File: config.mk
export PLATFORM = sky130hd
export DESIGN_NAME = sc_cracker
export DESIGN_NICKNAME = d
export VERILOG_FILES = /design/src/rtl/sc_cracker.sv
export SDC_FILE = /design/constraint.sdc
export NUM_CORES = 1
export LEC_CHECK = 0
export ABC_AREA = 1
export ABC_CLOCK_PERIOD_IN_PS = 2000
export CORE_UTILIZATION = 45
export CTS_CLUSTER_SIZE = 16
export DETAILED_ROUTE_END_ITERATION = 8
export PLACE_DENSITY = 0.67
export SLEW_MARGIN = 40
export SYNTH_ARGS = -nofsm -noshare
export SYNTH_HDL_FRONTEND = slang
export SYNTH_SLANG_ARGS = --single-unit
File: constraint.sdc
create_clock -name clk -period 2 [get_ports clk]
set_input_delay 0.2 -clock clk [delete_from_list [all_inputs] [get_ports clk]]
set_output_delay 0.2 -clock clk [all_outputs]
set_load 0.01 [all_outputs]
File: src/rtl/sc_cracker.sv
// sc_cracker: brute-force driver for the 3-digit button safe.
// Walks every code {d0,d1,d2} with digits 1..15, pressing d0, d1, d2 with a
// reset pulse in front of each attempt, and stops on the first code that
// unlocks the safe or after the last code 0xFFF.
//
// Control handshake: start is a single-cycle request that is only accepted in
// IDLE with stop low; while busy = 1 it is ignored. stop is a level abort that
// is honoured in every non-IDLE state and always wins over start. There is no
// back-pressure: done/found/code/attempts stay valid from the cycle done rises
// until the next accepted start.
module sc_cracker #(
  parameter int GAP_CYC    = 1,
  parameter int SETTLE_CYC = 2
) (
  input  logic        clk,
  input  logic        rst,
  input  logic        start,
  input  logic        stop,
  input  logic        tgt_unlocked,
  output logic        tgt_rst,
  output logic [3:0]  tgt_btn,
  output logic        busy,
  output logic        done,
  output logic        found,
  output logic [11:0] code,
  output logic [11:0] attempts
);

  typedef enum logic [2:0] {
    IDLE    = 3'd0,
    ARST    = 3'd1,
    GAP     = 3'd2,
    PRESS   = 3'd3,
    SETTLE  = 3'd4,
    FOUND   = 3'd5,
    EXHAUST = 3'd6
  } state_t;

  // Terminal values of the shared cycle counter in GAP and SETTLE.
  localparam logic [7:0] GAP_LAST    = 8'((GAP_CYC > 0) ? GAP_CYC - 1 : 0);
  localparam logic [7:0] SETTLE_LAST = 8'((SETTLE_CYC > 0) ? SETTLE_CYC - 1 : 0);
  // With no gap the press sequence runs back to back.
  localparam state_t     PRE_PRESS   = (GAP_CYC == 0) ? PRESS : GAP;

  state_t      state, state_n;
  logic [1:0]  k, k_n;
  logic [7:0]  cnt, cnt_n;
  logic [11:0] code_n, attempts_n;
  logic        busy_n, done_n, found_n, tgt_rst_n;
  logic [3:0]  tgt_btn_n;

  // Mixed-radix increment over digits 1..15, d2 least significant.
  function automatic logic [11:0] next_code(input logic [11:0] c);
    logic [3:0] d0, d1, d2;
    d0 = c[11:8];
    d1 = c[7:4];
    d2 = c[3:0];
    if (d2 != 4'hF) begin
      d2 = d2 + 4'd1;
    end else begin
      d2 = 4'd1;
      if (d1 != 4'hF) begin
        d1 = d1 + 4'd1;
      end else begin
        d1 = 4'd1;
        d0 = (d0 == 4'hF) ? 4'd1 : d0 + 4'd1;
      end
    end
    return {d0, d1, d2};
  endfunction

  // Digit k of a code, in press order d0, d1, d2.
  function automatic logic [3:0] digit_of(input logic [11:0] c, input logic [1:0] idx);
    case (idx)
      2'd0:    return c[11:8];
      2'd1:    return c[7:4];
      default: return c[3:0];
    endcase
  endfunction

  // Next-state, datapath and next-output logic; outputs are derived from the
  // next state so that the registered outputs line up with the state they belong to.
  always_comb begin
    state_n    = state;
    k_n        = k;
    cnt_n      = cnt;
    code_n     = code;
    attempts_n = attempts;
    busy_n     = busy;
    done_n     = done;
    found_n    = found;
    tgt_rst_n  = 1'b0;
    tgt_btn_n  = 4'd0;

    if (state != IDLE && stop) begin
      state_n = IDLE;
      busy_n  = 1'b0;
      done_n  = 1'b0;
      found_n = 1'b0;
    end else begin
      case (state)
        IDLE: begin
          if (start && !stop) begin
            state_n    = ARST;
            code_n     = 12'h111;
            attempts_n = 12'd0;
            done_n     = 1'b0;
            found_n    = 1'b0;
            busy_n     = 1'b1;
          end
        end
        ARST: begin
          k_n     = 2'd0;
          cnt_n   = 8'd0;
          state_n = PRE_PRESS;
        end
        GAP: begin
          if (cnt == GAP_LAST) begin
            state_n = PRESS;
          end else begin
            cnt_n = cnt + 8'd1;
          end
        end
        PRESS: begin
          cnt_n = 8'd0;
          if (k == 2'd2) begin
            state_n = SETTLE;
          end else begin
            k_n     = k + 2'd1;
            state_n = PRE_PRESS;
          end
        end
        SETTLE: begin
          if (cnt == SETTLE_LAST) begin
            attempts_n = attempts + 12'd1;
            if (tgt_unlocked) begin
              state_n = FOUND;
            end else if (code == 12'hFFF) begin
              state_n = EXHAUST;
            end else begin
              code_n  = next_code(code);
              state_n = ARST;
            end
          end else begin
            cnt_n = cnt + 8'd1;
          end
        end
        FOUND, EXHAUST: begin
          state_n = IDLE;
        end
        default: begin
          state_n = IDLE;
        end
      endcase
    end

    tgt_rst_n = (state_n == ARST);
    if (state_n == PRESS) begin
      tgt_btn_n = digit_of(code_n, k_n);
    end
    if (state_n == FOUND) begin
      busy_n  = 1'b0;
      done_n  = 1'b1;
      found_n = 1'b1;
    end
    if (state_n == EXHAUST) begin
      busy_n  = 1'b0;
      done_n  = 1'b1;
      found_n = 1'b0;
      code_n  = 12'hFFF;
    end
  end

  // State, datapath and output registers with synchronous reset.
  always_ff @(posedge clk) begin
    if (rst) begin
      state    <= IDLE;
      k        <= 2'd0;
      cnt      <= 8'd0;
      code     <= 12'h111;
      attempts <= 12'd0;
      busy     <= 1'b0;
      done     <= 1'b0;
      found    <= 1'b0;
      tgt_rst  <= 1'b0;
      tgt_btn  <= 4'd0;
    end else begin
      state    <= state_n;
      k        <= k_n;
      cnt      <= cnt_n;
      code     <= code_n;
      attempts <= attempts_n;
      busy     <= busy_n;
      done     <= done_n;
      found    <= found_n;
      tgt_rst  <= tgt_rst_n;
      tgt_btn  <= tgt_btn_n;
    end
  end

endmodule

==> results of run 1 <==
## layer usage
metal,share of wire,global-route usage,vias to the layer above
li1,-,-,1513
met1,0.43,0.296,1299
met2,0.48,0.427,84
met3,0.063,0.0500,16
met4,0.024,0.120,0
met5,0,0,-
## final cells by class
cell class / count / area, um2 / share of cell area
inverters: 64 / 243 / 0.0678
clock buffers: 7 / 86.3 / 0.0241
flip-flops and latches: 45 / 902 / 0.252
well taps: 75 / 93.8 / 0.0262
clock inverters: 1 / 30.0 / 0.00839
repair buffers: 64 / 571 / 0.159
multi-input cells: 318 / 1660 / 0.462
## power breakdown
part / leakage [nW] / switching, mW / internal [mW]
logic: 1.12 / 0.196 / 0.107
registers: 0.363 / 0.00834 / 0.907
clock network: 0.0585 / 0.317 / 0.408
total: 1.54 / 0.521 / 1.42
## flip-flops by register name, summed over array words and instances, names as in the netlist
name,count
attempts,12
code,12
cnt,8
tgt_btn,4
state,3
k,2
busy,1
done,1
found,1
tgt_rst,1
## synthesized netlist by cell type, types with 2 or more instances
master	number
dfxtp_1	45
a21oi_1	27
nand3_1	34
nand2_4	4
nor2_2	7
xor2_1	5
o21ai_0	11
nor3_1	10
nor2_4	6
inv_1	57
o21ai_1	2
o211ai_1	2
ha_1	9
inv_2	6
nand3_2	5
nand4_1	8
clkbuf_1	2
nand2_2	3
a31oi_1	3
nor4_1	3
nor2_1	53
o21ai_2	3
nand2_1	115
## repair_timing
item | CTS | global route
gates resized for setup | 0 | 13
setup endpoints to repair | 0 | 11
buffers inserted | 0 | 3
## per-stage QoR
stage	cells	hold WS, ns	setup TNS (ns)	setup slack [ns]	utilization
final	574	0.505	0	0.148	0.601
after global routing	574	0.532	0	0.00376	0.601
after CTS	571	0.507	0	0.0388	0.591
after detailed placement	563	0.482	-0.000719	-0.000719	0.572
after global placement	563	0.478	0	0.0460	0.572
after floorplan	430	0.309	0	0.235	-
## worst min-delay path by stage
stage | start | to | slack [ns] | depth (start not counted)
3_5_place_dp | attempts[5]$_SDFFE_PP0P_ | attempts[5]$_SDFFE_PP0P_ | 0.48 | 1
4_1_cts | attempts[5]$_SDFFE_PP0P_ | attempts[5]$_SDFFE_PP0P_ | 0.51 | 1
2_1_floorplan | rst | code[0]$_SDFF_PP1_ | 0.31 | 2
3_3_place_gp | attempts[5]$_SDFFE_PP0P_ | attempts[5]$_SDFFE_PP0P_ | 0.48 | 1
6_report | attempts[5]$_SDFFE_PP0P_ | attempts[5]$_SDFFE_PP0P_ | 0.51 | 1
5_1_grt | attempts[5]$_SDFFE_PP0P_ | attempts[5]$_SDFFE_PP0P_ | 0.53 | 1
## logic make-up (layout without fill, tap and decap cells)
| family | count (synthesis) | after routing | share of synthesized area |
|---|---|---|---|
| AOI/OAI and AO/OA | 53 | 53 | 0.107 |
| xor gates and xnor gates | 6 | 6 | 0.0189 |
| adders and majority gates | 9 | 9 | 0.0405 |
| buffers and inverters | 67 | 136 | 0.0940 |
| DFF | 45 | 45 | 0.324 |
| and+or+nand+nor | 250 | 250 | 0.416 |
==> metrics, run 1 <==
status=completed; pwr dens=around 540 mW/mm2; worst-path maximum fanout=5; fin crit period=roughly 1.9 ns; Tot GR Track Use=0.250; syn nets=around 440; Slew @ Worst Pin=between 0.4 and 0.5 ns; first-pass GRT wire length=12400 um; drt wl/cell=12.9 um; CTS Sinks=45; Total Power=slightly below 2 mW; setup violators final=0; Yosys Warn Count=0; DRT Pass-1 Iters=4; number of port buffers=36; Synth area leader=dfxtp_1; area delta synth->final=28.7%; Final Hold Fails=0; vias in the first global route=around 2800; critical path's largest stage delay=around 0.36 ns; critical path cell sequence=ha_2 > nand2_2 > nor2_4 > nand3_2 > nand3_2 > nand2_1 > nand2_2 > nand3_1 > inv_1 > nor2_1 > a21oi_1; synthesized instance count=430; WS Path Type=register to register; cells on worst reg2reg path=11; sequential-to-total area share from yosys stat=0.324; Async SR Flop Fraction=0; Hold/Removal Path Class=register to register; Antenna Nets Post-Route=0; largest net degree at the start of global routing=24; crit path DAT=between 2 and 2.5 ns; # DRC=0; Reg clk slew, reported paths=around 0.090 ns; initial antenna violation count=0; Initial Util=0.467; Worst-Skew Late Latency=around 0.30 ns; clk buf depth=2; Max Clk Rate=between 0.5 and 0.6 GHz; commonest non-fill, non-tap cell in the layout=nand2_1; Design Area, Final=0.00358 mm2; CP Capture Type=register; core area=approximately 0.006 mm2; CP max stage cell=dfxtp_1; grt ovf=0; CTS Buf Count=5; Layout Skew=0.00520 ns; critical path launch point=code[1]$_SDFF_PP0_; Mean Syn Cell Area=between 6 and 7 um2; Placer Congestion=between 1 and 1.5; fill count=roughly 590; io pins=37; fin nets=roughly 500; RR Endpoint=done$_SDFFE_PP0P_; routed vias=2912; CTS tree=done; total detailed-routing wirelength=7420 um; Root Driver=clkbuf_8; reg-to-reg startpoint=code[1]$_SDFF_PP0_; DIE HEIGHT=between 80 and 90 um; H-tree depth reported by CTS=2; flop2flop setup slack=around 0.15 ns; Crit path depth=11; synthesized area=between 0.002 and 0.003 mm2; Final HPWL DP=a little under 6000 um; vias per cell=just over 5; Synth area leaders=dfxtp_1, nand2_1, inv_1; worst path bufs/invs=1; Synth cell types=33; antenna cells=0; unrepaired setup endpoints after global routing=false; full die area=between 0.006 and 0.007 mm2; Final period util=0.926; worst vdd rail ir drop=307 uV; crit start category=register; cell family with most CP delay=simple AND/OR/NAND/NOR gates; Slew HR=0.724; Die Wd=~80 um; most frequent cells in the layout=nand2_1, inv_1, nor2_1; Leakage=1.54 nW; initial DRC count=about 120; placed inst area=0.00341 mm2; # hold bufs at CTS=0; Max-Cap Viols=0; layout cell share with drive strength beyond 1=0.160; area share of the largest cell type after synthesis=0.324; Final Max Slew Viols=0; Yosys reg bits=45; CP endpoint=done$_SDFFE_PP0P_; Worst EP required=approximately 2.2 ns; Rows=28; Post-synth EDFFs=0; commonest register cell after synthesis=dfxtp_1
Power figures use the tool's default switching activity.
==> run 2, diff against run 1 <==
--- a/config.mk
+++ b/config.mk
@@ -7,10 +7,12 @@
 export LEC_CHECK = 0
 export ABC_AREA = 1
 export ABC_CLOCK_PERIOD_IN_PS = 2000
-export CORE_UTILIZATION = 45
+export CELL_PAD_IN_SITES_DETAIL_PLACEMENT = 1
+export CELL_PAD_IN_SITES_GLOBAL_PLACEMENT = 1
+export CORE_UTILIZATION = 39
 export CTS_CLUSTER_SIZE = 16
 export DETAILED_ROUTE_END_ITERATION = 8
-export PLACE_DENSITY = 0.67
+export PLACE_DENSITY_LB_ADDON = 0.1
 export SLEW_MARGIN = 40
 export SYNTH_ARGS = -nofsm -noshare
 export SYNTH_HDL_FRONTEND = slang
==> run 2 against run 1 <==
Sequential power about the same. Setup slack got worse by 0.038 ns. First-iteration DRC count decreased by 17%. Worst hold slack improved by 0.0080 ns. Register-to-register slack got worse by 0.04 ns. Clock power increased by 3.7%. Non-clock buffer count decreased by 2. Largest cell class unchanged. Largest power group unchanged. Highest routed layer unchanged.
==> metrics, run 2 (same netlist as run 1, synthesis figures left out) <==
CTS tree=done; cell family with most CP delay=simple AND/OR/NAND/NOR gates; critical path's largest stage delay=0.36 ns (about the same); CTS Sinks=45 (unchanged); Die Wd=86.5 um (+7.2%); placed inst area=0.00344 mm2 (+0.99%); initial DRC count=99 (-17%); Final period util=0.945 (+0.0192); Tot GR Track Use=0.244 (-0.00605); # DRC=0 (unchanged); Layout Skew=0.00699 ns (+0.00179 ns); CP max stage cell=dfxtp_1; crit path DAT=2.09 ns (about the same); Design Area, Final=0.00359 mm2 (+0.21%); DIE HEIGHT=86.5 um (+7.2%); Final Hold Fails=0 (unchanged); Slew @ Worst Pin=0.362 ns (-0.0492 ns); Final Max Slew Viols=0 (unchanged); worst path bufs/invs=0 (-1); Placer Congestion=0.867 (-16%); Initial Util=0.407 (-0.0599); Final HPWL DP=6840 um (+19%); core area=0.00683 mm2 (+15%); final core utilization=0.525 (-0.0760); area delta synth->final=29.0%; largest net degree at the start of global routing=24 (unchanged); drt wl/cell=14.4 um (+12%); Worst-Skew Late Latency=0.31 ns (about the same); fin crit period=1.89 ns (+0.0384 ns); antenna cells=0 (unchanged); status=completed; unrepaired setup endpoints after global routing=true; crit start category=register; Max Clk Rate=0.529 GHz (-2.0%); H-tree depth reported by CTS=2 (unchanged); grt ovf=0 (unchanged); DRT Pass-1 Iters=4 (unchanged); worst-path maximum fanout=6 (+1); io pins=37 (unchanged); clk buf depth=2 (unchanged); vias in the first global route=2996 (+7.5%); most frequent cell on the critical path=nand2_1; Slew HR=0.756 (+0.0327); setup violators final=0 (unchanged); Hold/Removal Path Class=register to register; CTS Buf Count=5 (unchanged); initial antenna violation count=0 (unchanged); Largest regs=attempts: 12 flops, code: 12 flops, cnt: 8 flops; critical path cell sequence=nor2_1 > nand2_1 > nor2_4 > nand2_2 > o21ai_0 > nand2_1 > nand2_1 > nand2_1 > nand2_1 > nand2_1 > nor2_1 > nor2_1; Leakage=1.53 nW (-0.68%); full die area=0.00748 mm2 (+15%); Root Driver=clkbuf_8; Antenna Nets Post-Route=0 (unchanged); Reg clk slew, reported paths=0.09 ns (about the same); Rows=30 (+7.1%); WS Path Type=register to register; first-pass GRT wire length=14200 um (+14%); number of port buffers=36 (unchanged); most frequent cells in the layout=nand2_1, inv_1, nor2_1; pwr dens=547 mW/mm2 (+0.78%); Worst EP required=2.20 ns (-0.03 ns); total detailed-routing wirelength=8550 um (+15%); commonest non-fill, non-tap cell in the layout=nand2_1; routed vias=2962 (+1.7%); fin nets=510 (-0.39%); CP Capture Type=register; worst vdd rail ir drop=258 uV (-16%); Max-Cap Viols=0 (unchanged); vias per cell=4.99 (-1.5%); layout cell share with drive strength beyond 1=0.159 (-0.00137)
==> run 2: cell types whose count changed in the layout (fill, tap and decap cells not counted), sizes merged <==
| cell | change |
|---|---|
| clkinvlp | +1 |
| buf | -2 |
| clkbuf | -1 |
==> run 2: per-stage QoR <==
stage	worst slack (ns)	std cells	TNS (ns)	power (mW)	hold WS, ns
after floorplan	0.235	430	0	1.13	0.309
after global placement	0.0276	585	0	1.23	0.475
after detailed placement	-0.0355	585	-0.0424	1.23	0.486
after CTS	0.0267	593	0	1.98	0.510
after global routing	-0.0534	593	-0.0772	2.05	0.535
final	0.110	593	0	1.96	0.513
==> run 2: worst reg2reg max path: stages (launching register included) <==
cell	delay [ns]
dfxtp_1	0.36
nor2_1	0.17
nand2_1	0.12
nor2_4	0.26
nand2_2	0.16
o21ai_0	0.18
nand2_1	0.07
nand2_1	0.08
nand2_1	0.05
nand2_1	0.05
nand2_1	0.05
nor2_1	0.18
nor2_1	0.07
==> run 2: layer usage <==
| metal | global-route usage | vias up | wire [um] |
|---|---|---|---|
| met5 | 0 | - | 0 |
| met3 | 0.0314 | 16 | 274 |
| met4 | 0.0955 | 0 | 198 |
| met1 | 0.302 | 1388 | 3990 |
| met2 | 0.429 | 52 | 4080 |
| li1 | - | 1506 | - |
==> run 2: what timing repair did <==
item | in CTS | in global routing
gates resized for setup | 0 | 11
hold buffers | 0 | 0
endpoints found under the hold margin | 0 | 0
setup buffers | 0 | 0
setup endpoints to repair | 0 | 9
==> run 2: area by class of cell <==
class | count | area, um2
fill | 939 | 3240
clock buffer | 6 | 82.6
inverter | 64 | 243
timing repair buffer | 62 | 556
tap | 96 | 120
multi-input combinational | 318 | 1650
clock inverter | 2 | 37.5
sequential | 45 | 901
==> run 2: path summary, 6_finish.rpt <==
path,from,to,slack [ns],depth (start not counted)
worst max-delay path,cnt[4]$_SDFFE_PP0P_,tgt_btn[2]$_SDFF_PP0_,0.11,12
worst min-delay path,done$_SDFFE_PP0P_,done$_SDFFE_PP0P_,0.51,2
worst max register to register,cnt[4]$_SDFFE_PP0P_,tgt_btn[2]$_SDFF_PP0_,0.11,12
worst min register to register,done$_SDFFE_PP0P_,done$_SDFFE_PP0P_,0.51,2
==> run 2: where the power goes <==
group	switching [mW]	internal, mW	total, mW
sequential	0.00759	0.908	0.915
combinational	0.196	0.100	0.297
clock	0.344	0.407	0.751
